<file path="config.mk">
export PLATFORM = sky130hd
export DESIGN_NAME = ks_1_pipe
export DESIGN_NICKNAME = d
export VERILOG_FILES = /design/src/rtl/ks_1_pipe_pkg.sv /design/src/rtl/ks_1_pipe_pg_gen.sv /design/src/rtl/ks_1_pipe.sv
export SDC_FILE = /design/constraint.sdc
export NUM_CORES = 1
export LEC_CHECK = 0
export BUFFER_PORTS_ARGS = -buffer_cell sky130_fd_sc_hd__buf_2
export CORE_ASPECT_RATIO = 0.75
export CORE_UTILIZATION = 55
export DETAILED_ROUTE_END_ITERATION = 10
export GPL_TIMING_DRIVEN = 0
export PLACE_DENSITY = 0.8
export RECOVER_POWER = 25
export SYNTH_ARGS = -nofsm -noshare
export SYNTH_HDL_FRONTEND = slang
export SYNTH_SLANG_ARGS = --single-unit
</file>
<file path="constraint.sdc">
create_clock -name i_clk -period 2.4 [get_ports i_clk]
set_clock_uncertainty 0.05 [all_clocks]
set_input_delay 0.36 -clock i_clk [delete_from_list [all_inputs] [get_ports i_clk]]
set_output_delay 0.36 -clock i_clk [all_outputs]
set_load 0.02 [all_outputs]
</file>
<file path="src/rtl/ks_1_pipe_pkg.sv">
// ks_1_pipe_pkg: shared width, skid-buffer states and packed p/g word layout
// for the Kogge-Stone adder pipeline.
//   KS_WIDTH  operand width expected by the level-2 prefix stage
//   state_t   EMPTY / ONE / TWO occupancy of the intake skid buffer
//   word layout {c0, pk[W-1:0], gk[W-1:0]}: gk at bit 0, pk above it, c0 on top
package ks_1_pipe_pkg;
    localparam int KS_WIDTH = 16;
    typedef enum logic [1:0] {
        ST_EMPTY = 2'd0,
        ST_ONE   = 2'd1,
        ST_TWO   = 2'd2
    } state_t;
    localparam int GK_LSB = 0;
    function automatic int pk_lsb(input int w);
        return w;
    endfunction
    function automatic int c0_bit(input int w);
        return 2 * w;
    endfunction
    function automatic int word_w(input int w);
        return 2 * w + 1;
    endfunction
endpackage

</file>
<file path="src/rtl/ks_1_pipe_pg_gen.sv">
// ks_pg_gen: combinational propagate/generate and effective carry-in.
//   i_a, i_b  operands
//   i_c0      carry-in (add) / borrow-in (subtract)
//   i_sub     1 = A - B - borrow, 0 = A + B + carry
//   o_pk      propagate bits  a ^ b_eff
//   o_gk      generate bits   a & b_eff
//   o_c0      effective carry-in c0 ^ sub
module ks_pg_gen #(
    parameter int WIDTH = 16
) (
    input  logic [WIDTH-1:0] i_a,
    input  logic [WIDTH-1:0] i_b,
    input  logic             i_c0,
    input  logic             i_sub,
    output logic [WIDTH-1:0] o_pk,
    output logic [WIDTH-1:0] o_gk,
    output logic             o_c0
);
    logic [WIDTH-1:0] b_eff;
    // Subtraction is A + ~B + 1, so the borrow-in inverts into a carry-in.
    assign b_eff = i_sub ? ~i_b : i_b;
    assign o_pk  = i_a ^ b_eff;
    assign o_gk  = i_a & b_eff;
    assign o_c0  = i_c0 ^ i_sub;
endmodule

</file>
<file path="src/rtl/ks_1_pipe.sv">
// ks_1_pipe: operand intake stage of the Kogge-Stone adder with a 2-entry skid buffer.
//   i_clk, i_rst        clock (rising edge), asynchronous active-high reset
//   i_valid / o_ready   upstream handshake for i_a, i_b, i_c0, i_sub
//   o_valid / i_ready   downstream handshake for o_c0, o_pk, o_gk
//   o_ready depends on registered state only, so i_ready never reaches it.
module ks_1_pipe
    import ks_1_pipe_pkg::*;
#(
    parameter int WIDTH = KS_WIDTH
) (
    input  logic             i_clk,
    input  logic             i_rst,
    input  logic             i_valid,
    output logic             o_ready,
    input  logic [WIDTH-1:0] i_a,
    input  logic [WIDTH-1:0] i_b,
    input  logic             i_c0,
    input  logic             i_sub,
    output logic             o_valid,
    input  logic             i_ready,
    output logic             o_c0,
    output logic [WIDTH-1:0] o_pk,
    output logic [WIDTH-1:0] o_gk
);
    localparam int WW  = word_w(WIDTH);
    localparam int PKL = pk_lsb(WIDTH);
    localparam int C0B = c0_bit(WIDTH);

    logic [WIDTH-1:0] pk, gk;
    logic             c0;
    logic [WW-1:0]    in_word, out_q, out_d, skid_q, skid_d;
    state_t           state_q, state_d;
    logic             in_fire, out_fire;

    ks_pg_gen #(.WIDTH(WIDTH)) u_pg (
        .i_a  (i_a),
        .i_b  (i_b),
        .i_c0 (i_c0),
        .i_sub(i_sub),
        .o_pk (pk),
        .o_gk (gk),
        .o_c0 (c0)
    );

    assign in_word  = {c0, pk, gk};
    assign o_valid  = state_q != ST_EMPTY;
    assign o_ready  = state_q != ST_TWO;
    assign in_fire  = i_valid & o_ready;
    assign out_fire = o_valid & i_ready;
    assign o_c0     = out_q[C0B];
    assign o_pk     = out_q[PKL +: WIDTH];
    assign o_gk     = out_q[GK_LSB +: WIDTH];

    always_comb begin
        state_d = state_q;
        out_d   = out_q;
        skid_d  = skid_q;
        case (state_q)
            ST_EMPTY: begin
                out_d   = in_fire ? in_word : out_q;
                state_d = in_fire ? ST_ONE : ST_EMPTY;
            end
            ST_ONE: begin
                // A new word replaces OUT only when OUT leaves this cycle;
                // otherwise it parks in SKID behind OUT.
                out_d   = (in_fire & out_fire) ? in_word : out_q;
                skid_d  = (in_fire & ~out_fire) ? in_word : skid_q;
                state_d = (in_fire & ~out_fire) ? ST_TWO :
                          (~in_fire & out_fire) ? ST_EMPTY : ST_ONE;
            end
            ST_TWO: begin
                out_d   = out_fire ? skid_q : out_q;
                state_d = out_fire ? ST_ONE : ST_TWO;
            end
            default: state_d = ST_EMPTY;
        endcase
    end

    always_ff @(posedge i_clk or posedge i_rst) begin
        if (i_rst) begin
            state_q <= ST_EMPTY;
            out_q   <= '0;
            skid_q  <= '0;
        end else begin
            state_q <= state_d;
            out_q   <= out_d;
            skid_q  <= skid_d;
        end
    end
endmodule
</file>
==> results.json, run 1 <==
{
  "status": "finished clean",
  "ys_ff_latch": 68,
  "die_y_um": 70.96,
  "antenna_found_initial": 0,
  "fin_crit_ns": 2.069,
  "required_ns": 2.59,
  "grt_use_total_pct": 21.81,
  "slowest_stage": "clkbuf_1",
  "whs_ns": 0.2174,
  "grt_pass1_vias": 2061,
  "critPathMaxFanout": 10,
  "tns_ns": 0,
  "synth_seq_area_share_pct": 48.80,
  "yosysUniqueCellTypes": 22,
  "cts_htree_levels": 3,
  "cts_resized": 0,
  "worstPathCellList": "clkbuf_1, buf_2, xor2_1, ha_1, mux2_2, mux2_2",
  "ir_drop_mv": 0.5813,
  "dieWidth_um": 93.95,
  "placementRows": 24,
  "core_area_sq_um": 5976,
  "drt-total-wl_mm": 6.466,
  "cts-root-buf": "clkbuf_8",
  "stdcell_count": 393,
  "grt_pass1_wl_mm": 10.43,
  "drive_gt1_share_pct": 64.13,
  "cts_buffers": 9,
  "seq_area_sq_um": 1702,
  "max_freq_mhz": 483.3,
  "maxCapViolations": 0,
  "cts_sinks": 68,
  "path_delay_family": "buffers and inverters",
  "final-setup-viol-count": 0,
  "synth_cells": 228,
  "die_area_sq_um": 6666,
  "clockBufferDepth": 2,
  "yosysWarnings": 0,
  "finalPower_mw": 4.072,
  "cp_common_cell": "mux2_2",
  "synth_ff_type": "dfrtp_1",
  "arrival_ns": 2.26,
  "boundaryPins": 73,
  "postCtsSetupBuffers": 0,
  "ys_top_cells_by_area": "dfrtp_1, mux2_2, mux2_4",
  "gp_congestion": 0.7408,
  "syn_nets": 282,
  "vias": 2029,
  "maxSlewViolCount": 0,
  "hp-class": "input port to register",
  "pwr_density_cell_nw_per_um2": 982.9,
  "finalCritPeriodShare_pct": 86.22,
  "diodes": 0,
  "synth_top_cell_by_area": "dfrtp_1",
  "area_growth_pct": 18.80,
  "endpoint_kind": "register",
  "mostFrequentLayoutCells": "buf_2, mux2_2, dfrtp_1",
  "synthArstFlopShare_pct": 100.0,
  "crit_path_start_kind": "input port",
  "worst_skew_pair.late_latency_ns": 0.35,
  "synth_edf_count": 0,
  "crit_buf_inv": 2,
  "synth_top_cell_area_share_pct": 48.80,
  "fillers": 435,
  "drtIter0Drc": 61,
  "drc_errors": 0,
  "worst_slew_pin_slew_ns": 1.396,
  "initial_utilization_pct": 58.35,
  "crit_path_max_incr_delay_ns": 0.44,
  "dp.cells": 377,
  "hold_buffers": 0,
  "pre_cts_slack_ns": -0.04875,
  "numPortBuffers": 71,
  "final_nets": 364,
  "viasPerCell": 5.163,
  "hpwl_mm": 4.412,
  "clk_pin_slew_ns": 0.07,
  "multi_input_area_sq_um": 1655,
  "slew_headroom_pct": 6.907,
  "grt_max_degree": 69,
  "crit_type": "input port to register",
  "setup_ws_ns": 0.3308,
  "hold_violations": 0,
  "overflow": 0,
  "rsz0062_at_grt": "false",
  "wire_per_inst_um": 16.45,
  "layout_commonest_cell": "buf_2",
  "ant_nets": 0,
  "cts_tree": "done",
  "synth.cell_area_sq_um": 3487,
  "p_leak_nw": 2.057,
  "avgSynthCellArea_sq_um": 15.29,
  "first_pass_iters": 4
}
==> cell families after synthesis <==
family / share of synthesized area (%)
flip-flops: 48.80
XOR/XNOR: 4.270
AND/OR/NAND/NOR: 1.830
AO/OA/AOI/OAI: 1.543
multiplexers: 34.09
adder cells (fa/ha/maj): 5.741
buffers and inverters: 3.731
==> registers in the layout, indices dropped and copies added, names as in the netlist <==
| name | count |
|---|---|
| out_q | 33 |
| state_q | 2 |
| skid_q | 33 |
==> per-layer routing <==
layer | global-route usage (%) | routed length [um]
met5 | 0 | 0
met4 | 6.325 | 59
met2 | 32.77 | 2972
met3 | 8.817 | 326
met1 | 29.28 | 3108
==> per-stage QoR <==
step	area [sq um]	utilization, %
after floorplan	3487	-
after global placement	3940	65.93
after detailed placement	3943	65.98
after CTS	4145	69.37
after global routing	4143	69.33
final	4143	69.33
==> worst paths after layout <==
| check | from | endpoint | slack (ns) | cells past startpoint |
|---|---|---|---|---|
| min | i_ready | state_q[1]$_DFF_PP0_ | 0.22 | 2 |
| max reg2reg | state_q[1]$_DFF_PP0_ | skid_q[25]$_DFFE_PP0P_ | 0.58 | 4 |
| min reg2reg | skid_q[8]$_DFFE_PP0P_ | skid_q[8]$_DFFE_PP0P_ | 0.45 | 1 |
| max in group asynchronous | i_rst | skid_q[26]$_DFFE_PP0P_ | 1.09 | 2 |
| max | i_sub | out_q[22]$_DFFE_PP0P_ | 0.33 | 6 |
| min in group asynchronous | i_rst | skid_q[28]$_DFFE_PP0P_ | 0.34 | 2 |
==> cell type report <==
cell class	count	area share (%)
timing repair buffer	71	8.577
buffer	14	3.050
clock inverter	4	1.148
tap	78	2.356
multi-input combinational	145	39.96
clock buffer	12	3.745
inverter	1	0.09061
sequential	68	41.08
==> worst register-to-register path, stage by stage, from the launching register on <==
cell and delay [ns]:
dfrtp_1 0.46, and4bb_2 0.31, buf_2 0.18, buf_2 0.32, mux2_2 0.38
==> where the power goes <==
group	switching, mW	internal [mW]	leakage [nW]	total (mW)
clock	0.432	0.533	0.102	0.965
combinational	0.632	0.720	1.12	1.35
sequential	0.203	1.55	0.839	1.75
==> synthesized netlist by cell type, types with 2 or more instances <==
master and n:
mux2_2 74, mux2_4 23, xor2_1 16, nor3b_1 2, a21oi_1 4, buf_2 5
clkbuf_8 3, ha_1 16, dfrtp_1 68, buf_6 5
Power figures use the tool's default switching activity.
==> inputs of run 2 (changes only) <==
CORE_UTILIZATION = 40   (was 55)
CTS_BUF_LIST = sky130_fd_sc_hd__clkbuf_4 sky130_fd_sc_hd__clkbuf_8   (was not set)
PLACE_DENSITY = not set   (was 0.8)
==> results.json, run 2 (synthesis results as in run 1) <==
{
  "status": "finished with violations",
  "violations": "design-rule violations",
  "dp.cells": 407,
  "cp.depth": 6,
  "grt_pass1_wl_mm": 10.82,
  "grt_max_degree": 69,
  "first_pass_iters": 7,
  "crit_path_max_incr_delay_ns": 0.47,
  "diodes": 0,
  "worst_slew_pin_slew_ns": 1.421,
  "dieWidth_um": 109.8,
  "cts_resized": 0,
  "drc_errors": 2,
  "initial_utilization_pct": 41.25,
  "drtIter0Drc": 46,
  "crit_type": "input port to register",
  "timing.rr.start": "state_q[1]$_DFF_PP0_",
  "slew_headroom_pct": 5.280,
  "viasPerCell": 4.761,
  "hold-path-cell-count": 2,
  "antenna_found_initial": 1,
  "postCtsSetupBuffers": 0,
  "worst_skew_pair.late_latency_ns": 0.33,
  "p_leak_nw": 2.064,
  "hp-class": "input port to register",
  "grt_pass1_vias": 2103,
  "max_freq_mhz": 468.5,
  "area_growth_pct": 20.09,
  "boundaryPins": 73,
  "hold_buffers": 0,
  "overflow": 0,
  "grt_use_total_pct": 16.13,
  "r2r_cells": 4,
  "cp_common_cell": "mux2_2",
  "final-setup-viol-count": 0,
  "fin_crit_ns": 2.135,
  "drive_gt1_share_pct": 64.33,
  "tns_ns": 0,
  "dpl_cell_area_sq_um": 3980,
  "hold_start": "i_ready",
  "arrival_ns": 2.31,
  "ir_drop_mv": 0.4214,
  "placementRows": 29,
  "ant_nets": 0,
  "die_y_um": 82.86,
  "rsz0062_at_grt": "false",
  "seq_area_sq_um": 1702,
  "cts_htree_levels": 3,
  "hold_violations": 0,
  "stdcell_count": 422,
  "pre_cts_slack_ns": -0.1373,
  "vias": 2009,
  "path_delay_family": "buffers and inverters",
  "cts-root-buf": "clkbuf_8",
  "wire_per_inst_um": 15.99,
  "required_ns": 2.57,
  "core_area_sq_um": 8454,
  "maxCapViolations": 0,
  "final_area_sq_um": 4188,
  "clockBufferDepth": 2,
  "cts_buffers": 9,
  "final_nets": 364,
  "gp_congestion": 0.6910,
  "worstPathCellList": "clkbuf_1, buf_2, xor2_1, ha_1, mux2_2, mux2_2",
  "clk_pin_slew_ns": 0.07,
  "die_area_sq_um": 9099,
  "crit-reg2reg-capture": "skid_q[26]$_DFFE_PP0P_",
  "crit_path_start_kind": "input port",
  "maxSlewViolCount": 0,
  "rrSetupSlack_ns": 0.54,
  "slowest_stage": "clkbuf_1",
  "drt-total-wl_mm": 6.749,
  "pwr_density_cell_nw_per_um2": 977.9,
  "multi_input_area_sq_um": 1655,
  "setup_ws_ns": 0.2653,
  "endpoint_kind": "register",
  "critPathMaxFanout": 10,
  "fillers": 761,
  "crit_buf_inv": 2,
  "cts_sinks": 68,
  "cts_tree": "done",
  "mostFrequentLayoutCells": "buf_2, mux2_2, dfrtp_1",
  "hold_end": "state_q[1]$_DFF_PP0_",
  "finalPower_mw": 4.095,
  "finalCritPeriodShare_pct": 88.95,
  "hpwl_mm": 4.636,
  "layout_commonest_cell": "buf_2",
  "reg_top3": "out_q (33), skid_q (33), state_q (2)",
  "numPortBuffers": 71
}
[run 2: changes by cell type in the layout (fill, tap and decap cells not counted), sizes merged]
cell | before | now
clkinvlp | 1 | 0
clkinv | 2 | 0
clkbuf | 16 | 18
[run 2: per-stage QoR]
stage | hold slack (ns) | utilization (%)
2_1_floorplan | 0.3731 | -
5_1_grt | 0.2235 | 49.53
6_report | 0.2345 | 49.53
3_3_place_gp | 0.4348 | 47.05
4_1_cts | 0.1642 | 49.56
3_5_place_dp | 0.4391 | 47.08
[run 2: layer usage]
| layer | share of wire (%) | routed length, um | global-route usage, % | up-vias |
|---|---|---|---|---|
| met3 | 5.5 | 372 | 5.573 | 11 |
| met1 | 51 | 3455 | 23.32 | 963 |
| met5 | 0.19 | 13 | 0 | - |
| met2 | 42 | 2830 | 22.56 | 53 |
| met4 | 1.1 | 77 | 4.970 | 2 |
| li1 | - | - | - | 980 |
[run 2: layout make-up]
cell class	count	share of cell area [%]
plain buffers	14	3.018
clock buffers	14	4.302
clock inverters	1	0.7171
inverters	1	0.08963
multi-input cells	145	39.53
flip-flops and latches	68	40.63
well taps	108	3.227
repair buffers	71	8.485
[run 2: worst register-to-register path, cell delays in order (launching register included)]
cell and delay, ns:
dfrtp_1 0.48, and4bb_2 0.32, buf_2 0.18, buf_2 0.33, mux2_2 0.39
[run 2: report_power, final]
part	switching, mW	internal (mW)
Combinational	0.628	0.720
Clock	0.408	0.584
Sequential	0.203	1.55
[run 2: how the worst max path moves through the flow]
stage | from | end
floorplan | i_rst | out_q[0]$_DFFE_PP0P_
global placement | i_rst | out_q[6]$_DFFE_PP0P_
detailed placement | i_sub | out_q[22]$_DFFE_PP0P_
CTS | i_sub | out_q[22]$_DFFE_PP0P_
global route | i_sub | out_q[22]$_DFFE_PP0P_
finish | i_sub | out_q[22]$_DFFE_PP0P_
